[config.mk]
export PLATFORM = sky130hd
export DESIGN_NAME = jump_resolver
export DESIGN_NICKNAME = d
export VERILOG_FILES = /design/src/rtl/jump_resolver.sv
export SDC_FILE = /design/constraint.sdc
export NUM_CORES = 1
export LEC_CHECK = 0
export ABC_CLOCK_PERIOD_IN_PS = 3700
export BUFFER_PORTS_ARGS = -buffer_cell sky130_fd_sc_hd__buf_2
export CAP_MARGIN = 40
export CELL_PAD_IN_SITES_DETAIL_PLACEMENT = 0
export CELL_PAD_IN_SITES_GLOBAL_PLACEMENT = 1
export CORE_MARGIN = 2
export CORE_UTILIZATION = 41
export DETAILED_ROUTE_END_ITERATION = 8
export PLACE_DENSITY = 0.86
export SETUP_SLACK_MARGIN = 0.1
export SLEW_MARGIN = 20
export SYNTH_ARGS = -nofsm -noshare
export SYNTH_HDL_FRONTEND = slang
export SYNTH_SLANG_ARGS = --single-unit
export TNS_END_PERCENT = 20
[constraint.sdc]
create_clock -name clk -period 3.7 [get_ports clk]
set_clock_uncertainty 0.05 [all_clocks]
set_input_delay 0.555 -clock clk [delete_from_list [all_inputs] [get_ports clk]]
set_output_delay 0.555 -clock clk [all_outputs]
set_load 0.02 [all_outputs]
[src/rtl/jump_resolver.sv]
// EX-stage jump resolver: checks each IF prediction against the EX outcome, issues
// a registered flush/redirect on a mispredict and streams gshare update records.
module jump_resolver #(
   parameter int FLUSH_CYCLES = 2,
   parameter int CW           = 32
) (
   input  logic          clk,
   input  logic          reset_n,
   input  logic          valid_in,
   input  logic          ready_in,
   input  logic [31:0]   PC_EX,
   input  logic          jump_ena_EX,
   input  logic          jump_alw_EX,
   input  logic          jump_taken_EX,
   input  logic [31:0]   jump_addr_EX,
   input  logic          jump_pred_EX,
   input  logic [31:0]   pred_addr_EX,
   output logic          flush,
   output logic [31:0]   redirect_addr,
   output logic          upd_valid,
   output logic [31:0]   upd_PC,
   output logic          upd_taken,
   output logic [CW-1:0] branch_cnt,
   output logic [CW-1:0] mispred_cnt
);

   typedef enum logic {IDLE, FLUSH} state_t;

   localparam logic [3:0]    FLUSH_LOAD = 4'(FLUSH_CYCLES);
   localparam logic [CW-1:0] CNT_MAX    = '1;

   state_t      state, next_state;
   logic [3:0]  supp_cnt, supp_next;
   logic        resolve, taken_act, mispredict, do_update;
   logic [31:0] correct_addr;

   assign resolve      = valid_in && ready_in && jump_ena_EX && (state == IDLE);
   assign taken_act    = jump_alw_EX | jump_taken_EX;
   assign mispredict   = resolve && ((taken_act != jump_pred_EX) ||
                         (taken_act && jump_pred_EX && (pred_addr_EX != jump_addr_EX)));
   assign do_update    = resolve && !jump_alw_EX;
   assign correct_addr = taken_act ? jump_addr_EX : PC_EX + 32'd4;

   // Wrong-path window only shrinks on cycles where EX actually advances
   always_comb begin
      next_state = state;
      supp_next  = supp_cnt;
      case (state)
         IDLE: begin
            if (mispredict) begin
               next_state = FLUSH;
               supp_next  = FLUSH_LOAD;
            end
         end
         FLUSH: begin
            if (ready_in) begin
               supp_next = supp_cnt - 4'd1;
               if (supp_cnt <= 4'd1) begin
                  next_state = IDLE;
                  supp_next  = 4'd0;
               end
            end
         end
         default: begin
            next_state = IDLE;
            supp_next  = 4'd0;
         end
      endcase
   end

   always_ff @(posedge clk or negedge reset_n) begin
      if (!reset_n) begin
         state    <= IDLE;
         supp_cnt <= 4'd0;
      end else begin
         state    <= next_state;
         supp_cnt <= supp_next;
      end
   end

   always_ff @(posedge clk or negedge reset_n) begin
      if (!reset_n) begin
         flush         <= 1'b0;
         redirect_addr <= 32'd0;
         upd_valid     <= 1'b0;
         upd_PC        <= 32'd0;
         upd_taken     <= 1'b0;
      end else begin
         flush     <= mispredict;
         upd_valid <= do_update;
         upd_PC    <= do_update ? PC_EX : 32'd0;
         upd_taken <= do_update ? jump_taken_EX : 1'b0;
         if (mispredict) begin
            redirect_addr <= correct_addr;
         end
      end
   end

   // Performance counters stick at all-ones instead of wrapping
   always_ff @(posedge clk or negedge reset_n) begin
      if (!reset_n) begin
         branch_cnt  <= '0;
         mispred_cnt <= '0;
      end else begin
         if (do_update && (branch_cnt != CNT_MAX)) begin
            branch_cnt <= branch_cnt + 1'b1;
         end
         if (mispredict && (mispred_cnt != CNT_MAX)) begin
            mispred_cnt <= mispred_cnt + 1'b1;
         end
      end
   end

endmodule

=== Yosys cells after proc, flatten, opt, wreduce, memory -nomap -nowiden ===
Cells that the tools add are included.
W data, S select, Z words.

* Bits in registers: 136
* Output and inout bits: 131
* Word-level logic and storage cells: 45

* Add/sub/neg operators: 4
* Magnitude comparators: 1
* Eq/ne operators: 6
* Multiplexer cells: 11
* Bitwise logic cells: 2
* Reduce and logical (&&, ||, !) cells: 12

{| class="wikitable"
|+ Operators with widths
! kind !! number
|-
| $add A32 B1 Y32 const B || 2
|-
| $mux W32 || 2
|-
| $ne A32 B32 Y1 const B || 2
|-
| $add A32 B3 Y32 const B || 1
|-
| $ne A32 B32 Y1 || 1
|-
| $mux W4 || 3
|-
| $logic_and A1 B1 Y1 || 9
|-
| $pmux W4 S2 || 1
|-
| $le A4 B1 Y1 const B || 1
|-
| $mux W1 || 4
|-
| $ne A2 B2 Y1 const B || 2
|-
| $sub A4 B1 Y4 const B || 1
|-
| $pmux W1 S2 || 1
|-
| $reduce_and A2 Y1 || 1
|-
| $logic_not A1 Y1 || 1
|-
| $logic_or A1 B1 Y1 || 1
|-
| $ne A1 B1 Y1 || 1
|-
| $not A1 Y1 || 1
|-
| $or A1 B1 Y1 || 1
|}

=== Logic depth before layout (Yosys ltp) ===
* Depth in word-level cells: 7
* Depth in mapped cells: 10

=== Worst setup path before layout ===
No wires, ideal clock.

* Path kind: input -> register
* Start: input port jump_alw_EX
* End: register mispred_cnt[31]
* Data arrival time: 2880 ps
* Required time: 3522 ps
* Path slack: 642 ps
* Stages on the path: 10
* Cell sequence: nor2_1 clkinv_1 clkbuf_1 ha_1 o21ai_2 or3_4 nor4_2 and3_1 nand4b_1 mux2_1

* Longest elaborated chain between the ends: 6
* Elaborated cells between the ends (all ways): 7
* Classes of those cells: eq/ne: 1; bitwise: 1; reduce/logical: 5

{| class="wikitable"
|+ Ends and longest elaborated chain
! element !! line !! text
|-
| from (decl) || 13 || <nowiki>input logic jump_alw_EX,</nowiki>
|-
| $or A1 B1 Y1 (*) || 38 || <nowiki>assign taken_act = jump_alw_EX | jump_taken_EX;</nowiki>
|-
| $logic_and A1 B1 Y1 (2 in a row) || 40 || <nowiki>(taken_act && jump_pred_EX && (pred_addr_EX != jump_addr_EX)));</nowiki>
|-
| $logic_or A1 B1 Y1 (*) || 39 || <nowiki>assign mispredict = resolve && ((taken_act != jump_pred_EX) ||</nowiki>
|-
| $logic_and A1 B1 Y1 (*) || 39 ||
|-
| $logic_and A1 B1 Y1 (*) || 108 || <nowiki>if (mispredict && (mispred_cnt != CNT_MAX)) begin</nowiki>
|-
| to (signal assigned) || 109 || <nowiki>mispred_cnt <= mispred_cnt + 1'b1;</nowiki>
|-
| to (decl) || 24 || <nowiki>output logic [CW-1:0] mispred_cnt</nowiki>
|}

Mark *: on every way between the ends. The rest lies on a longest branch, timed or not.
A chain may end at the register's enable or synchronous reset.

=== Final worst setup path ===
* Start: input port jump_alw_EX
* End: register redirect_addr[23]

* Longest elaborated chain between the ends: 5
* Elaborated cells between the ends (all ways): 7
* Classes of those cells: eq/ne: 1; mux: 1; bitwise: 1; reduce/logical: 4

{| class="wikitable"
|+ Ends and longest elaborated chain
! element !! line !! text
|-
| $or A1 B1 Y1 (*) || 38 ||
|-
| $logic_and A1 B1 Y1 (2 in a row) || 40 ||
|-
| $logic_or A1 B1 Y1 || 39 ||
|-
| $logic_and A1 B1 Y1 || 39 ||
|-
| to (signal assigned) || 94 || <nowiki>redirect_addr <= correct_addr;</nowiki>
|-
| to (decl) || 19 || <nowiki>output logic [31:0] redirect_addr,</nowiki>
|}

Marks and branches as above.

==> flow_summary.yaml <==
routing:
  ant_nets: 0
  vias: 5644
  wl_microns: 18700
  drt-pass1-iter-count: 4
  wl_per_cell_microns: 16.7
  drc_errors: 0
  routed_via_density: 5.03
  dr.first_iter.drc_count: 383
pwr:
  p_sw_mw: 1.55
  irDropWorstVdd_uv: 336
  switching_share_pct: 31.3
  intPower_mw: 3.40
  pwr-share-seq_pct: 38.5
  p_leak_nw: 4.46
  p_clk_share_pct: 38.1
  p_comb_share_pct: 23.3
  p_per_area_mw_per_mm2: 560
timing:
  slew-limit-headroom_pct: 46.7
  slew_viol_final: 0
  rsz0062_at_grt: "no"
  fin_setup_tns_ns: 0
  max_freq_ghz: 0.362
  hold_viol: 0
  finalSetupViolCount: 0
  fin_crit_sh_pct: 74.6
  fin_crit_ns: 2.76
  tightestPinTransition_ns: 0.798
floorplanning:
  dieArea_sq_mm: 0.0174
  die_y_microns: 132
  die_w_microns: 132
  io_pins: 235
  rows: 46
  start_util_pct: 42.0
  coreArea_sq_mm: 0.0159
critical_path:
  start_kind: "input pin"
  reg2reg_slack_ns: 1.05
  crit_type: "input pin to register"
  reg2reg_to: "redirect_addr[23]$_DFFE_PN0P_"
  cp-end-kind: "register"
  worstSetupStartpoint: "jump_alw_EX"
  critPathRequiredTime_ns: 3.95
  cp_max_fo: 29
  cp.arrival_ns: 3.01
  r2r_cells: 5
  endpoint: "redirect_addr[23]$_DFFE_PN0P_"
  r2r-start: "state$_DFF_PN0_"
cts:
  cts-root-buf: "clkbuf_16"
  cts_tree: "yes"
  cts-htree-levels: 4
  clkSinkCount: 136
  cts_max_path_buffers: 2
  numCtsBuffers: 17
  insertion_delay_ns: 0.42
  postCtsSetupBuffers: 0
  hold_buffers: 0
  clk_pin_slew_ns: 0.06
  cts_resized: 0
cells_and_area:
  fillers: 1440
  drive_above_1_share_pct: 34.4
  fin_cells: 1123
  regArea_sq_mm: 0.00340
  most-common-layout-cells: "buf_2 (233), dfrtp_1 (136), nand2_1 (84)"
  final_common_cell: "buf_2"
  nNetsFinal: 1004
  antennaDiodeCount: 0
  multiInputGateArea_sq_mm: 0.00322
  synthToLayoutAreaGrowth_pct: 32.1
global_routing:
  grt_pass1_wl_microns: 29500
  antenna_found_initial: 1
  grt_usage_pct: 21.7
  grt_pass1_vias: 5457
  grt_max_degree: 72
  grt_overflow: 0
placement:
  place_inst: 1091
  io_buffers: 234
  hpwl_microns: 14100
  gp_congestion: 0.866
synth:
  syn_nets: 755
  synth_edf_count: 0
  synthTopCellsByArea: "dfrtp_1 (51%), xnor2_1 (7.7%), xor2_1 (7.5%)"
  synth_top_cell_area_share_pct: 50.8
  synth_cells: 645
  ys_ff_latch: 136
  yosys.area.top_type: "dfrtp_1"
  synthesis.area_sq_mm: 0.00669
  ys_seq_area_share_pct: 50.8
  yosysWarningCount: 0
  synth.distinct_cells: 41
  ys.flop_type: "dfrtp_1"
  ys_async_sr_fraction_pct: 100
  syn_avg_cell_area_sq_um: 10.4
flow_run:
  cap_violations: 0
outcome:
  status: "completed"
min_path:
  min_path_type: "input pin to asynchronous set/reset pin"
-- critical path, stage by stage --
cell      delay, ns
buf_2          0.11
nor2_1         0.21
clkinv_1       0.13
ha_1           0.34
nand2_1        0.12
a21oi_4        0.67
buf_4          0.47
mux2_2         0.38
-- power by group through the flow --
stage	Sequential (mW)	Clock, mW	Combinational, mW
finish	1.91	1.89	1.16
floorplan	2.19	0	0.395
global route	1.95	1.99	1.25
CTS	1.91	1.93	1.17
global placement	1.93	0	1.15
detailed placement	1.93	0	1.17
-- synth_stat cells (3+ instances only) --
library cell and number:
a21oi_1 9, a31oi_1 6, and2_1 38, and3_1 20, and4_1 10, clkbuf_1 12, dfrtp_1 136, ha_1 6
inv_1 6, mux2_2 27, nand2_1 84, nand2b_1 3, nand3_1 41, nand4_1 19, nor2_1 34, nor3_1 9
nor4_1 11, o21ai_0 31, xnor2_1 59, xor2_1 57
-- routing by layer --
metal / up-vias / part of all wire (%) / global-route usage, %
met1: 2673 / 43 / 27.8
met3: 35 / 6.1 / 5.84
met2: 210 / 48 / 35.5
li1: 2724 / - / -
met5: - / 0.11 / 0
met4: 2 / 2.4 / 7.91
-- state kept, by name (all words and copies together) (netlist names) --
| name | cells |
|---|---|
| redirect_addr | 32 |
| mispred_cnt | 32 |
| flush | 1 |
| branch_cnt | 32 |
| supp_cnt | 4 |
| state | 1 |
| upd_valid | 1 |
| upd_PC | 32 |
| upd_taken | 1 |
-- layout make-up --
cell class                      count  area share (%)
Clock buffer                       18            4.96
Clock inverter                     14            2.50
Sequential cell                   136            38.5
Timing Repair Buffer              244            14.3
Tap cell                          216            3.06
Inverter                            7           0.297
Multi-Input combinational cell    488            36.4
-- worst min path at each step --
| stage | startpoint | endpoint | slack, ns | depth (start not counted) |
|---|---|---|---|---|
| 6_report | reset_n | branch_cnt[9]$_DFFE_PN0P_ | 0.10 | 1 |
| 5_1_grt | reset_n | branch_cnt[17]$_DFFE_PN0P_ | 0.14 | 1 |
| 4_1_cts | reset_n | branch_cnt[17]$_DFFE_PN0P_ | 0.13 | 1 |
| 3_5_place_dp | branch_cnt[22]$_DFFE_PN0P_ | branch_cnt[22]$_DFFE_PN0P_ | 0.42 | 1 |
| 3_3_place_gp | branch_cnt[22]$_DFFE_PN0P_ | branch_cnt[22]$_DFFE_PN0P_ | 0.42 | 1 |
| 2_1_floorplan | reset_n | branch_cnt[0]$_DFFE_PN0P_ | 0.21 | 0 |
-- cell families after synthesis --
| logic type | count (synthesis) | synth area share (%) |
|---|---|---|
| AND/OR/NAND/NOR | 279 | 21.6 |
| flip-flops | 136 | 50.8 |
| XOR/XNOR | 116 | 15.2 |
| AO/OA/AOI/OAI | 57 | 5.05 |
| multiplexers | 30 | 5.01 |
| buffers and inverters | 21 | 1.21 |
| adder cells (fa/ha/maj) | 6 | 1.12 |
-- through the flow --
stage                     hold WS (ns)  utilization [%]  power, mW  setup WS (ns)  area, sq um
after floorplan                  0.209                -       2.58          0.642         6690
after global placement           0.422             51.3       3.08          0.527         8190
after global routing             0.141             55.5       5.19          0.771         8850
final                            0.104             55.5       4.95          0.939         8850
after detailed placement         0.422             51.3       3.10          0.468         8190
after CTS                        0.125             55.5       5.01          0.914         8850
Power figures use the tool's default switching activity.
